[src/rtl/interrupt_request_controller.sv]
// Interrupt request source: latches rising edges on irq lines, prioritises the lowest
// enabled pending line and handshakes with the hazard control unit until reti.
module interrupt_request_controller #(
    parameter int unsigned NUM_IRQ    = 8,
    parameter logic [13:0] VEC_BASE   = 14'h0010,
    parameter int unsigned VEC_STRIDE = 4
) (
    input  logic               clock,
    input  logic               nreset,
    input  logic [NUM_IRQ-1:0] irq_lines,
    input  logic               global_enable,
    input  logic               enable_wr_en,
    input  logic [NUM_IRQ-1:0] enable_wr_data,
    input  logic [2:0]         control_state,
    input  logic               reti,
    output logic               interrupt,
    output logic [13:0]        interrupt_vector_address,
    output logic [3:0]         active_id,
    output logic               in_service,
    output logic [NUM_IRQ-1:0] pending,
    output logic [NUM_IRQ-1:0] irq_enable
);

    localparam int unsigned ID_W  = 4;
    localparam int unsigned VEC_W = 14;
    localparam int unsigned EXT_W = 16;
    localparam logic [2:0]  ACK_STATE = 3'h2;

    typedef enum logic [1:0] {
        IDLE,
        REQUEST,
        SERVICE
    } state_t;

    state_t             state;
    state_t             state_next;
    logic [NUM_IRQ-1:0] prev;
    logic [NUM_IRQ-1:0] rise;
    logic [NUM_IRQ-1:0] eligible;
    logic [NUM_IRQ-1:0] ack_clear_c;
    logic [EXT_W-1:0]   enable_ext;
    logic [ID_W-1:0]    first_id;
    logic [ID_W-1:0]    active_id_next;
    logic               interrupt_next;
    logic               in_service_next;
    logic [VEC_W-1:0]   vector_next;

    function automatic logic [VEC_W-1:0] vec_of(input logic [ID_W-1:0] id);
        return VEC_W'(32'(VEC_BASE) + 32'(id) * VEC_STRIDE);
    endfunction

    assign rise       = irq_lines & ~prev;
    assign eligible   = global_enable ? (pending & irq_enable) : '0;
    assign enable_ext = EXT_W'(irq_enable);

    // Lowest set index wins: scan downward so the last hit is the lowest.
    always_comb begin
        first_id = '0;
        for (int i = int'(NUM_IRQ) - 1; i >= 0; i--) begin
            if (eligible[i]) first_id = ID_W'(i);
        end
    end

    always_comb begin
        state_next      = state;
        active_id_next  = active_id;
        interrupt_next  = 1'b0;
        in_service_next = 1'b0;
        vector_next     = '0;
        ack_clear_c     = '0;
        case (state)
            IDLE: begin
                if (eligible != '0) begin
                    state_next     = REQUEST;
                    active_id_next = first_id;
                    interrupt_next = 1'b1;
                    vector_next    = vec_of(first_id);
                end
            end
            REQUEST: begin
                interrupt_next = 1'b1;
                vector_next    = interrupt_vector_address;
                if (control_state == ACK_STATE) begin
                    state_next      = SERVICE;
                    ack_clear_c     = NUM_IRQ'(EXT_W'(1) << active_id);
                    interrupt_next  = 1'b0;
                    in_service_next = 1'b1;
                end else if (!global_enable || !enable_ext[active_id]) begin
                    state_next     = IDLE;
                    interrupt_next = 1'b0;
                    vector_next    = '0;
                end
            end
            SERVICE: begin
                in_service_next = 1'b1;
                vector_next     = interrupt_vector_address;
                if (reti) begin
                    state_next      = IDLE;
                    in_service_next = 1'b0;
                    vector_next     = '0;
                end
            end
            default: state_next = IDLE;
        endcase
    end

    // A new edge on the line being acknowledged keeps its pending bit set.
    always_ff @(posedge clock) begin
        if (!nreset) begin
            state                    <= IDLE;
            prev                     <= irq_lines;
            pending                  <= '0;
            irq_enable               <= '0;
            active_id                <= '0;
            interrupt                <= 1'b0;
            in_service               <= 1'b0;
            interrupt_vector_address <= '0;
        end else begin
            state                    <= state_next;
            prev                     <= irq_lines;
            pending                  <= (pending & ~ack_clear_c) | rise;
            if (enable_wr_en) irq_enable <= enable_wr_data;
            active_id                <= active_id_next;
            interrupt                <= interrupt_next;
            in_service               <= in_service_next;
            interrupt_vector_address <= vector_next;
        end
    end

endmodule

[config.mk]
export PLATFORM = sky130hd
export DESIGN_NAME = interrupt_request_controller
export DESIGN_NICKNAME = d
export VERILOG_FILES = /design/src/rtl/interrupt_request_controller.sv
export SDC_FILE = /design/constraint.sdc
export NUM_CORES = 1
export LEC_CHECK = 0
export BUFFER_PORTS_ARGS = -buffer_cell sky130_fd_sc_hd__buf_2
export CAP_MARGIN = 40
export CORE_MARGIN = 10
export CORE_UTILIZATION = 44
export CTS_CLUSTER_DIAMETER = 80
export DETAILED_ROUTE_END_ITERATION = 8
export GPL_TIMING_DRIVEN = 0
export HOLD_SLACK_MARGIN = 0.02
export PLACE_DENSITY = 0.79
export SYNTH_ARGS = -nofsm -noshare
export SYNTH_HDL_FRONTEND = slang
export SYNTH_SLANG_ARGS = --single-unit
[constraint.sdc]
create_clock -name clock -period 1.6 [get_ports clock]
set_clock_uncertainty 0.1 [all_clocks]
set_input_delay 0.08 -clock clock [delete_from_list [all_inputs] [get_ports clock]]
set_output_delay 0.08 -clock clock [all_outputs]
set_load 0.02 [all_outputs]
==> flow_metrics.env, run 1 <==
export IMPL_grt_pass1_wl_um=6920
export IMPL_synth_edf_count=0
export IMPL_area_growth_pct=42.9
export IMPL_cp_slowest_cell="dfxtp_4"
export IMPL_fin_crit_sh_pct=107
export IMPL_cts_buffer_depth=2
export IMPL_die_area_sq_um=6480
export IMPL_nFillCells=292
export IMPL_finalMaxSlewViolations=0
export IMPL_antenna_cells=0
export IMPL_path_class="register to register"
export IMPL_clock_latency_ns=0.28
export IMPL_failed_checks="negative setup slack"
export IMPL_fmax_ghz=0.583
export IMPL_avgSynthCellArea_sq_um=9.42
export IMPL_hold_class="input pin to register"
export IMPL_wl_um=4250
export IMPL_clock_sinks=35
export IMPL_grt_pass1_vias=1512
export IMPL_die_w_um=80.5
export IMPL_rows=21
export IMPL_viasPerCell=4.88
export IMPL_rsz0062_at_grt="true"
export IMPL_ys_warn_count=0
export IMPL_io_buffers=47
export IMPL_peakVddDrop_v=0.000593
export IMPL_relSlewSlack_pct=62.8
export IMPL_synth_most_common_cell="dfxtp_1"
export IMPL_critPathMaxStageDelay_ns=0.36
export IMPL_critPathBufInv=1
export IMPL_worstSetupStartpointType="register"
export IMPL_finalCriticalPeriod_ns=1.71
export IMPL_critPathTopFamily="simple AND/OR/NAND/NOR gates"
export IMPL_vias=1474
export IMPL_synth_cell_types=41
export IMPL_dp_slack_ns=-0.210
export IMPL_numCtsBuffers=5
export IMPL_tightest_slew_ns=0.557
export IMPL_status="complete, but fails checks"
export IMPL_drt_first_pass_iters=4
export IMPL_dp_hpwl_um=3230
export IMPL_gr_usage_all_layers_pct=13.3
export IMPL_path_cells="buf_8 -> mux2_4 -> nor3b_4 -> nor4_4 -> and2_1 -> o221a_1"
export IMPL_power_leakage_nw=1.05
export IMPL_worstPathRequired_ns=1.68
export IMPL_layout_drive_gt1_share_pct=33.6
export IMPL_finalHoldViolCount=0
export IMPL_drcViolationCount=0
export IMPL_synth_area_top_cells="dfxtp_1, mux2i_1, nand2b_1, buf_4, a21oi_1"
export IMPL_max_cap_violations=0
export IMPL_tritoncts="done"
export IMPL_drtAntennaViolNets=0
export IMPL_ys_ff_latch=35
export IMPL_tns_ns=-0.450
export IMPL_cp_arrival_ns=1.79
export IMPL_synth_top_cell_area_share_pct=43.5
export IMPL_synthesis_area_sq_um=1610
export IMPL_antenna_found_initial=0
export IMPL_power_density_nw_per_um2=921
export IMPL_finalNetCount=282
export IMPL_cp_end_kind="register"
export IMPL_core_area_sq_um=3440
export IMPL_synth_largest_area_cell="dfxtp_1"
export IMPL_grt_max_degree=12
export IMPL_syn_inst=171
export IMPL_clockRootBuffer="clkbuf_8"
export IMPL_ys_seq_area_share_pct=43.5
export IMPL_initial_utilization_pct=46.8
export IMPL_gp_congestion=0.815
export IMPL_ys_top_cells_by_count="dfxtp_1, nand2_1, nand2b_1, a21oi_1, mux2i_1"
export IMPL_grt_overflow_total=0
export IMPL_drtIter0Drc=71
export IMPL_wire_per_inst_um=14.1
export IMPL_cts_htree_levels=2
export IMPL_io_pins=60
export IMPL_synthArstFlopShare_pct=0
export IMPL_die_y_um=80.5
export IMPL_worst_slack_ns=-0.114
export IMPL_crit_fanout=6
export IMPL_setup_viol=7
export IMPL_synthFlopType="dfxtp_1"
export IMPL_clk_pin_slew_ns=0.07
through the flow:
step / std cells / total power, W / hold slack (ns) / instance area (sq um) / util (%)
after floorplan: 181 / 0.00118 / 0.00772 / 1670 / -
after global placement: 274 / 0.00127 / 0.0984 / 1960 / 57.0
after detailed placement: 274 / 0.00128 / 0.101 / 1960 / 57.0
after CTS: 301 / 0.00213 / 0.0593 / 2270 / 66.0
after global routing: 302 / 0.00222 / 0.118 / 2300 / 66.9
final: 302 / 0.00212 / 0.0838 / 2300 / 66.9
kinds of logic after synthesis:
| group | Yosys count | share of synthesized area, % |
|---|---|---|
| AO/OA/AOI/OAI | 40 | 16.9 |
| adder cells (fa/ha/maj) | 3 | 2.33 |
| buffers and inverters | 20 | 7.69 |
| flip-flops | 35 | 43.5 |
| multiplexers | 14 | 9.08 |
| other | 1 | 0.233 |
| AND/OR/NAND/NOR | 58 | 20.3 |
per-layer routing:
metal | vias up | wire length, um | track usage [%]
met3 | 5 | 370 | 5.46
li1 | 752 | - | -
met2 | 39 | 2180 | 22.6
met4 | 0 | 38 | 4.75
met1 | 678 | 1670 | 14.5
met5 | - | 0 | 0
flip-flops by register name, summed over array words and instances, names as in the netlist:
register / cells
prev: 8
interrupt: 1
active_id: 3
state: 2
interrupt_vector_address: 4
in_service: 1
pending: 8
irq_enable: 8
worst min-delay path, stage by stage:
cell and delay, ns:
buf_2 0.14, nand2_1 0.06, nand3_1 0.07, mux2i_1 0.06
what timing repair did:
action,CTS,global route
resized for setup,3,5
setup buffers,2,1
endpoints found under the hold margin,25,0
endpoints found under the setup margin,7,9
pin swaps,2,1
hold buffers,17,0
placed cells by master, fill, tap and decap left out, drive strengths merged, types with 4 or more instances in the layout:
master	netlist	routed
a21oi	12	12
nand2b	15	15
nand2	15	15
mux2i	12	12
dlygate4sd3	0	17
o21ai	8	8
nand3	4	4
dfxtp	35	35
conb	1	11
nor2	11	11
clkbuf	5	10
buf	12	63
layout make-up:
type	count	area [sq um]	area share [%]
flip-flops and latches	35	706	30.7
clock buffers	6	82.6	3.59
well taps	46	57.6	2.50
plain buffers	17	118	5.11
inverters	3	11.3	0.489
repair buffers	67	428	18.6
clock inverters	2	35.0	1.52
multi-input cells	126	865	37.6
where the power goes:
part	switching, W	internal, W
sequential	0.0000432	0.000916
combinational	0.000187	0.000165
clock	0.000306	0.000504
final timing paths:
kind / start / to / slack, ns / cells past startpoint
max: active_id[1]$_SDFFE_PN0N_ / state[0]$_SDFFE_PN0P_ / -0.11 / 6
min: global_enable / interrupt_vector_address[5]$_SDFFE_PN0P_ / 0.08 / 4
max reg2reg: active_id[1]$_SDFFE_PN0N_ / state[0]$_SDFFE_PN0P_ / -0.11 / 6
min reg2reg: interrupt_vector_address[2]$_SDFFE_PN0P_ / interrupt_vector_address[2]$_SDFFE_PN0P_ / 0.35 / 2
Power figures use the tool's default switching activity.
==> run 2, diff against run 1 <==
--- a/config.mk
+++ b/config.mk
@@ -8,12 +8,13 @@
 export BUFFER_PORTS_ARGS = -buffer_cell sky130_fd_sc_hd__buf_2
 export CAP_MARGIN = 40
 export CORE_MARGIN = 10
-export CORE_UTILIZATION = 44
+export CORE_UTILIZATION = 52
 export CTS_CLUSTER_DIAMETER = 80
 export DETAILED_ROUTE_END_ITERATION = 8
+export GPL_ROUTABILITY_DRIVEN = 0
 export GPL_TIMING_DRIVEN = 0
 export HOLD_SLACK_MARGIN = 0.02
-export PLACE_DENSITY = 0.79
+export PLACE_DENSITY_LB_ADDON = 0.05
 export SYNTH_ARGS = -nofsm -noshare
 export SYNTH_HDL_FRONTEND = slang
 export SYNTH_SLANG_ARGS = --single-unit
==> constraint.sdc (replaced) <==
create_clock -name clock -period 2.2 [get_ports clock]
set_clock_uncertainty 0.1 [all_clocks]
set_input_delay 0.11 -clock clock [delete_from_list [all_inputs] [get_ports clock]]
set_output_delay 0.11 -clock clock [all_outputs]
set_load 0.02 [all_outputs]
==> run 2 against run 1 <==
Net effect:
- the flow now finishes without violations
- sequential share of layout area rose by 1.2 points
- critical path type unchanged
- via count grew 1.6%
- cell count is 5.3% lower
- sequential power shrank 27%
- worst hold slack lost 0.034 ns
- register-to-register slack better by 0.40 ns
- flip-flop and latch count unchanged
==> flow_metrics.env, run 2 (same netlist as run 1, synthesis figures left out) <==
export IMPL_status="completed"
export IMPL_setup_viol=0
export IMPL_grt_pass1_vias=1460
export IMPL_viasPerCell=5.24
export IMPL_relSlewSlack_pct=63.7
export IMPL_vias=1498
export IMPL_rsz0062_at_grt="false"
export IMPL_antenna_cells=0
export IMPL_drtIter0Drc=94
export IMPL_path_class="register to register"
export IMPL_dp_cells=261
export IMPL_clk_pin_slew_ns=0.11
export IMPL_critPathBufInv=1
export IMPL_tritoncts="done"
export IMPL_io_pins=60
export IMPL_wl_um=4350
export IMPL_cts_setup_buffers=0
export IMPL_area_growth_pct=36.6
export IMPL_finalNetCount=279
export IMPL_fin_crit_sh_pct=86.9
export IMPL_rows=20
export IMPL_antenna_found_initial=0
export IMPL_finalHoldViolCount=0
export IMPL_clock_latency_ns=0.34
export IMPL_drt_first_pass_iters=4
export IMPL_clockRootBuffer="clkbuf_4"
export IMPL_finalCriticalPeriod_ns=1.91
export IMPL_die_y_um=75.7
export IMPL_dp_slack_ns=0.309
export IMPL_crit_fanout=10
export IMPL_fmax_ghz=0.523
export IMPL_critPathMaxStageDelay_ns=0.39
export IMPL_grt_overflow_total=0
export IMPL_ff2ff_path_depth=6
export IMPL_r2r_slack_ns=0.29
export IMPL_die_area_sq_um=5730
export IMPL_cp_end_kind="register"
export IMPL_max_cap_violations=0
export IMPL_critPathTopFamily="simple AND/OR/NAND/NOR gates"
export IMPL_power_leakage_nw=1.02
export IMPL_reg_largest_list="irq_enable (8), pending (8), prev (8)"
export IMPL_finalMaxSlewViolations=0
export IMPL_clock_sinks=35
export IMPL_worstSetupStartpointType="register"
export IMPL_grt_max_degree=13
export IMPL_tightest_slew_ns=0.544
export IMPL_power_density_nw_per_um2=690
export IMPL_cts_buffer_depth=2
export IMPL_numCtsBuffers=5
export IMPL_fin_cells=286
export IMPL_cts_htree_levels=2
export IMPL_drcViolationCount=0
export IMPL_critical_path_depth=6
export IMPL_worstPathRequired_ns=2.34
export IMPL_path_cells="buf_6 -> mux2_1 -> nor3b_2 -> nor4_4 -> and2_1 -> o221a_1"
export IMPL_worstHoldPathCells=4
export IMPL_tns_ns=0
export IMPL_total_power_w=0.00152
export IMPL_hold_class="input pin to register"
export IMPL_cp_slowest_cell="dfxtp_1"
export IMPL_final_cell_mix="buf_2, dfxtp_1, dlygate4sd3_1, nand2b_1, nand2_1"
export IMPL_dp_hpwl_um=3220
export IMPL_peakVddDrop_v=0.000582
export IMPL_initial_utilization_pct=53.7
export IMPL_layout_drive_gt1_share_pct=29.6
export IMPL_mostFrequentLayoutCell="buf_2"
export IMPL_gr_usage_all_layers_pct=15.2
export IMPL_wire_per_inst_um=15.2
export IMPL_io_buffers=47
export IMPL_grt_pass1_wl_um=6670
export IMPL_worst_slack_ns=0.288
export IMPL_core_area_sq_um=3000
export IMPL_fin_hold_ws_ns=0.0497
export IMPL_drtAntennaViolNets=0
export IMPL_cp_arrival_ns=2.05
export IMPL_die_w_um=75.7
## run 2: changes by cell type in the layout (fill, tap and decap cells not counted), sizes merged
| cell | before | now |
|---|---|---|
| buf | 63 | 59 |
| bufinv | 1 | 2 |
| clkinv | 1 | 0 |
| clkinvlp | 0 | 1 |
## run 2: cell type report
cell class                      instances  area [sq um]
Multi-Input combinational cell        126           825
Fill cell                             223           802
Sequential cell                        35           701
Timing Repair Buffer                   64           405
Buffer                                 17           113
Clock inverter                          3          67.6
Tap cell                               33          41.3
Clock buffer                            5          37.5
Inverter                                3          11.3
## run 2: worst min-delay path: cells and delay by family
kind          cells  cell delay, ns
simple gates      2            0.13
buf+inv           1            0.14
mux               1            0.06
## run 2: path summary, 6_finish.rpt
| check | start | end |
|---|---|---|
| setup / recovery | active_id[1]$_SDFFE_PN0N_ | state[0]$_SDFFE_PN0P_ |
| hold / removal | global_enable | interrupt_vector_address[5]$_SDFFE_PN0P_ |
| setup reg to reg | active_id[1]$_SDFFE_PN0N_ | state[0]$_SDFFE_PN0P_ |
| hold reg to reg | interrupt_vector_address[4]$_SDFFE_PN0P_ | interrupt_vector_address[4]$_SDFFE_PN0P_ |
## run 2: stage by stage
stage / area (sq um) / util, %
2_1_floorplan: 1650 / -
3_3_place_gp: 1930 / 64.1
3_5_place_dp: 1930 / 64.1
4_1_cts: 2200 / 73.3
5_1_grt: 2200 / 73.3
6_report: 2200 / 73.3
## run 2: power by group
group / total, W / internal (W) / switching, W
clock: 0.000576 / 0.000353 / 0.000223
combinational: 0.000244 / 0.000112 / 0.000132
sequential: 0.000698 / 0.000667 / 0.0000314
## run 2: repair_timing
item / CTS / global route
gates resized for setup: 0 / 0
hold endpoints to repair: 25 / 0
hold buffers: 17 / 0
## run 2: routing by layer
metal / global-route usage (%) / share of wire, % / vias to the layer above
met1: 16.2 / 39 / 689
met2: 26.2 / 52 / 55
met4: 6.19 / 2.0 / 0
met3: 5.86 / 7.5 / 12
li1: - / - / 742
met5: 0 / 0 / -
==> run 3, diff against run 2 <==
--- a/config.mk
+++ b/config.mk
@@ -5,6 +5,7 @@
 export SDC_FILE = /design/constraint.sdc
 export NUM_CORES = 1
 export LEC_CHECK = 0
+export ABC_AREA = 0
 export BUFFER_PORTS_ARGS = -buffer_cell sky130_fd_sc_hd__buf_2
 export CAP_MARGIN = 40
 export CORE_MARGIN = 10
@@ -15,6 +16,7 @@
 export GPL_TIMING_DRIVEN = 0
 export HOLD_SLACK_MARGIN = 0.02
 export PLACE_DENSITY_LB_ADDON = 0.05
+export RECOVER_POWER = 25
 export SYNTH_ARGS = -nofsm -noshare
 export SYNTH_HDL_FRONTEND = slang
 export SYNTH_SLANG_ARGS = --single-unit
==> run 3 against run 2 <==
Net effect:
- clock power is essentially flat
- core utilization shrank 0.63 points
- combinational power is essentially flat
- worst hold slack gained 0.0015 ns
- sequential share of layout area grew 0.27 points
- design area shrank 0.85%
- worst setup slack lost 0.0032 ns
- first-iteration DRC count shrank 8.5%
- maximum frequency shrank 0.17%
- largest power group unchanged
- sequential power is essentially flat
- register-to-register slack is essentially flat
- cell count is the same
==> flow_metrics.env, run 3 (same netlist as run 1, synthesis figures left out) <==
export IMPL_drt_first_pass_iters=4
export IMPL_dp_cells=261
export IMPL_power_leakage_nw=0.970
export IMPL_rows=20
export IMPL_ctsHoldBuffers=17
export IMPL_setup_viol=0
export IMPL_cp_arrival_ns=2.05
export IMPL_max_cap_violations=0
export IMPL_relSlewSlack_pct=63.7
export IMPL_cp_slowest_cell="dfxtp_1"
export IMPL_power_density_nw_per_um2=694
export IMPL_die_w_um=75.7
export IMPL_seqPwrFrac_pct=46.1
export IMPL_antenna_found_initial=0
export IMPL_core_area_sq_um=3000
export IMPL_grt_max_degree=13
export IMPL_internal_power_w=0.00113
export IMPL_reg_largest_list="irq_enable (8), pending (8), prev (8)"
export IMPL_fmax_ghz=0.522
export IMPL_fin_area_sq_um=2180
export IMPL_finalCriticalPeriod_ns=1.92
export IMPL_drtAntennaViolNets=0
export IMPL_numCtsBuffers=5
export IMPL_dp_hpwl_um=3220
export IMPL_mostFrequentLayoutCell="dfxtp_1"
export IMPL_fin_hold_ws_ns=0.0512
export IMPL_finalHoldViolCount=0
export IMPL_area_growth_pct=35.4
export IMPL_hold_class="input pin to register"
export IMPL_tns_ns=0
export IMPL_power_switching_w=0.000385
export IMPL_path_class="register to register"
export IMPL_clk_pin_slew_ns=0.11
export IMPL_power_frac_comb_pct=16.0
export IMPL_cts_resized=0
export IMPL_wire_per_inst_um=15.3
export IMPL_switching_share_pct=25.4
export IMPL_grt_overflow_total=0
export IMPL_cts_setup_buffers=0
export IMPL_io_pins=60
export IMPL_worstPathRequired_ns=2.34
export IMPL_finalMaxSlewViolations=0
export IMPL_die_y_um=75.7
export IMPL_peakVddDrop_v=0.000581
export IMPL_io_buffers=47
export IMPL_antenna_cells=0
export IMPL_grt_pass1_vias=1460
export IMPL_place_area_sq_um=1930
export IMPL_clock_sinks=35
export IMPL_tightest_slew_ns=0.544
export IMPL_crit_fanout=10
export IMPL_initial_utilization_pct=53.7
export IMPL_layout_drive_gt1_share_pct=23.7
export IMPL_rsz0062_at_grt="false"
export IMPL_clockRootBuffer="clkbuf_4"
export IMPL_worstSetupStartpointType="register"
export IMPL_finalNetCount=279
export IMPL_critPathMaxStageDelay_ns=0.38
export IMPL_gr_usage_all_layers_pct=15.2
export IMPL_clkPwrFrac_pct=37.9
export IMPL_cts_buffer_depth=2
export IMPL_drcViolationCount=0
export IMPL_cp_end_kind="register"
export IMPL_vias=1509
export IMPL_fin_crit_sh_pct=87.0
export IMPL_drtIter0Drc=86
export IMPL_clock_latency_ns=0.34
export IMPL_tritoncts="done"
export IMPL_fin_cells=286
export IMPL_final_util_pct=72.7
export IMPL_status="completed"
export IMPL_grt_pass1_wl_um=6670
export IMPL_wl_um=4360
export IMPL_path_cells="buf_6 -> mux2_1 -> nor3b_2 -> nor4_4 -> and2_1 -> o221a_1"
export IMPL_cts_htree_levels=2
export IMPL_final_cell_mix="dfxtp_1, buf_2, clkbuf_1, dlygate4sd3_1"
export IMPL_viasPerCell=5.28
export IMPL_die_area_sq_um=5730
## run 3: layer usage
layer  global-route usage, %  wire, um
met1                    16.2      1660
met2                    26.2      2240
met3                    5.86       372
met4                    6.19        87
met5                       0         0
## run 3: worst paths after layout
check | slack [ns] | end | startpoint | depth (start not counted)
setup / recovery | 0.28 | state[0]$_SDFFE_PN0P_ | active_id[1]$_SDFFE_PN0N_ | 6
hold / removal | 0.05 | interrupt_vector_address[5]$_SDFFE_PN0P_ | global_enable | 4
setup reg to reg | 0.28 | state[0]$_SDFFE_PN0P_ | active_id[1]$_SDFFE_PN0N_ | 6
hold reg to reg | 0.36 | interrupt_vector_address[4]$_SDFFE_PN0P_ | interrupt_vector_address[4]$_SDFFE_PN0P_ | 2
## run 3: power by group through the flow
stage,Sequential [W],Clock (W),Combinational (W)
floorplan,0.000733,0,0.000122
global placement,0.000710,0,0.000212
detailed placement,0.000710,0,0.000218
CTS,0.000697,0.000589,0.000242
global route,0.000702,0.000613,0.000263
finish,0.000698,0.000574,0.000242
## run 3: layout make-up
class                           count  area (sq um)
Multi-Input combinational cell    126           825
Inverter                            3          11.3
Tap cell                           33          41.3
Timing Repair Buffer               64           387
Sequential cell                    35           701
Buffer                             17           113
Fill cell                         231           821
Clock buffer                        5          37.5
Clock inverter                      3          67.6
## run 3: critical path, delay by kind of cell (launching register included)
family                 cells  cell delay (ns)
AO/OA/AOI/OAI              1             0.26
multiplexers               1             0.34
flip-flops                 1             0.38
buffers and inverters      1             0.17
AND/OR/NAND/NOR            3             0.56
## run 3: stage by stage
step	power, W	setup WS (ns)
after floorplan	0.000855	0.294
after global placement	0.000922	0.359
after detailed placement	0.000928	0.309
after CTS	0.00153	0.292
after global routing	0.00158	0.194
final	0.00151	0.285
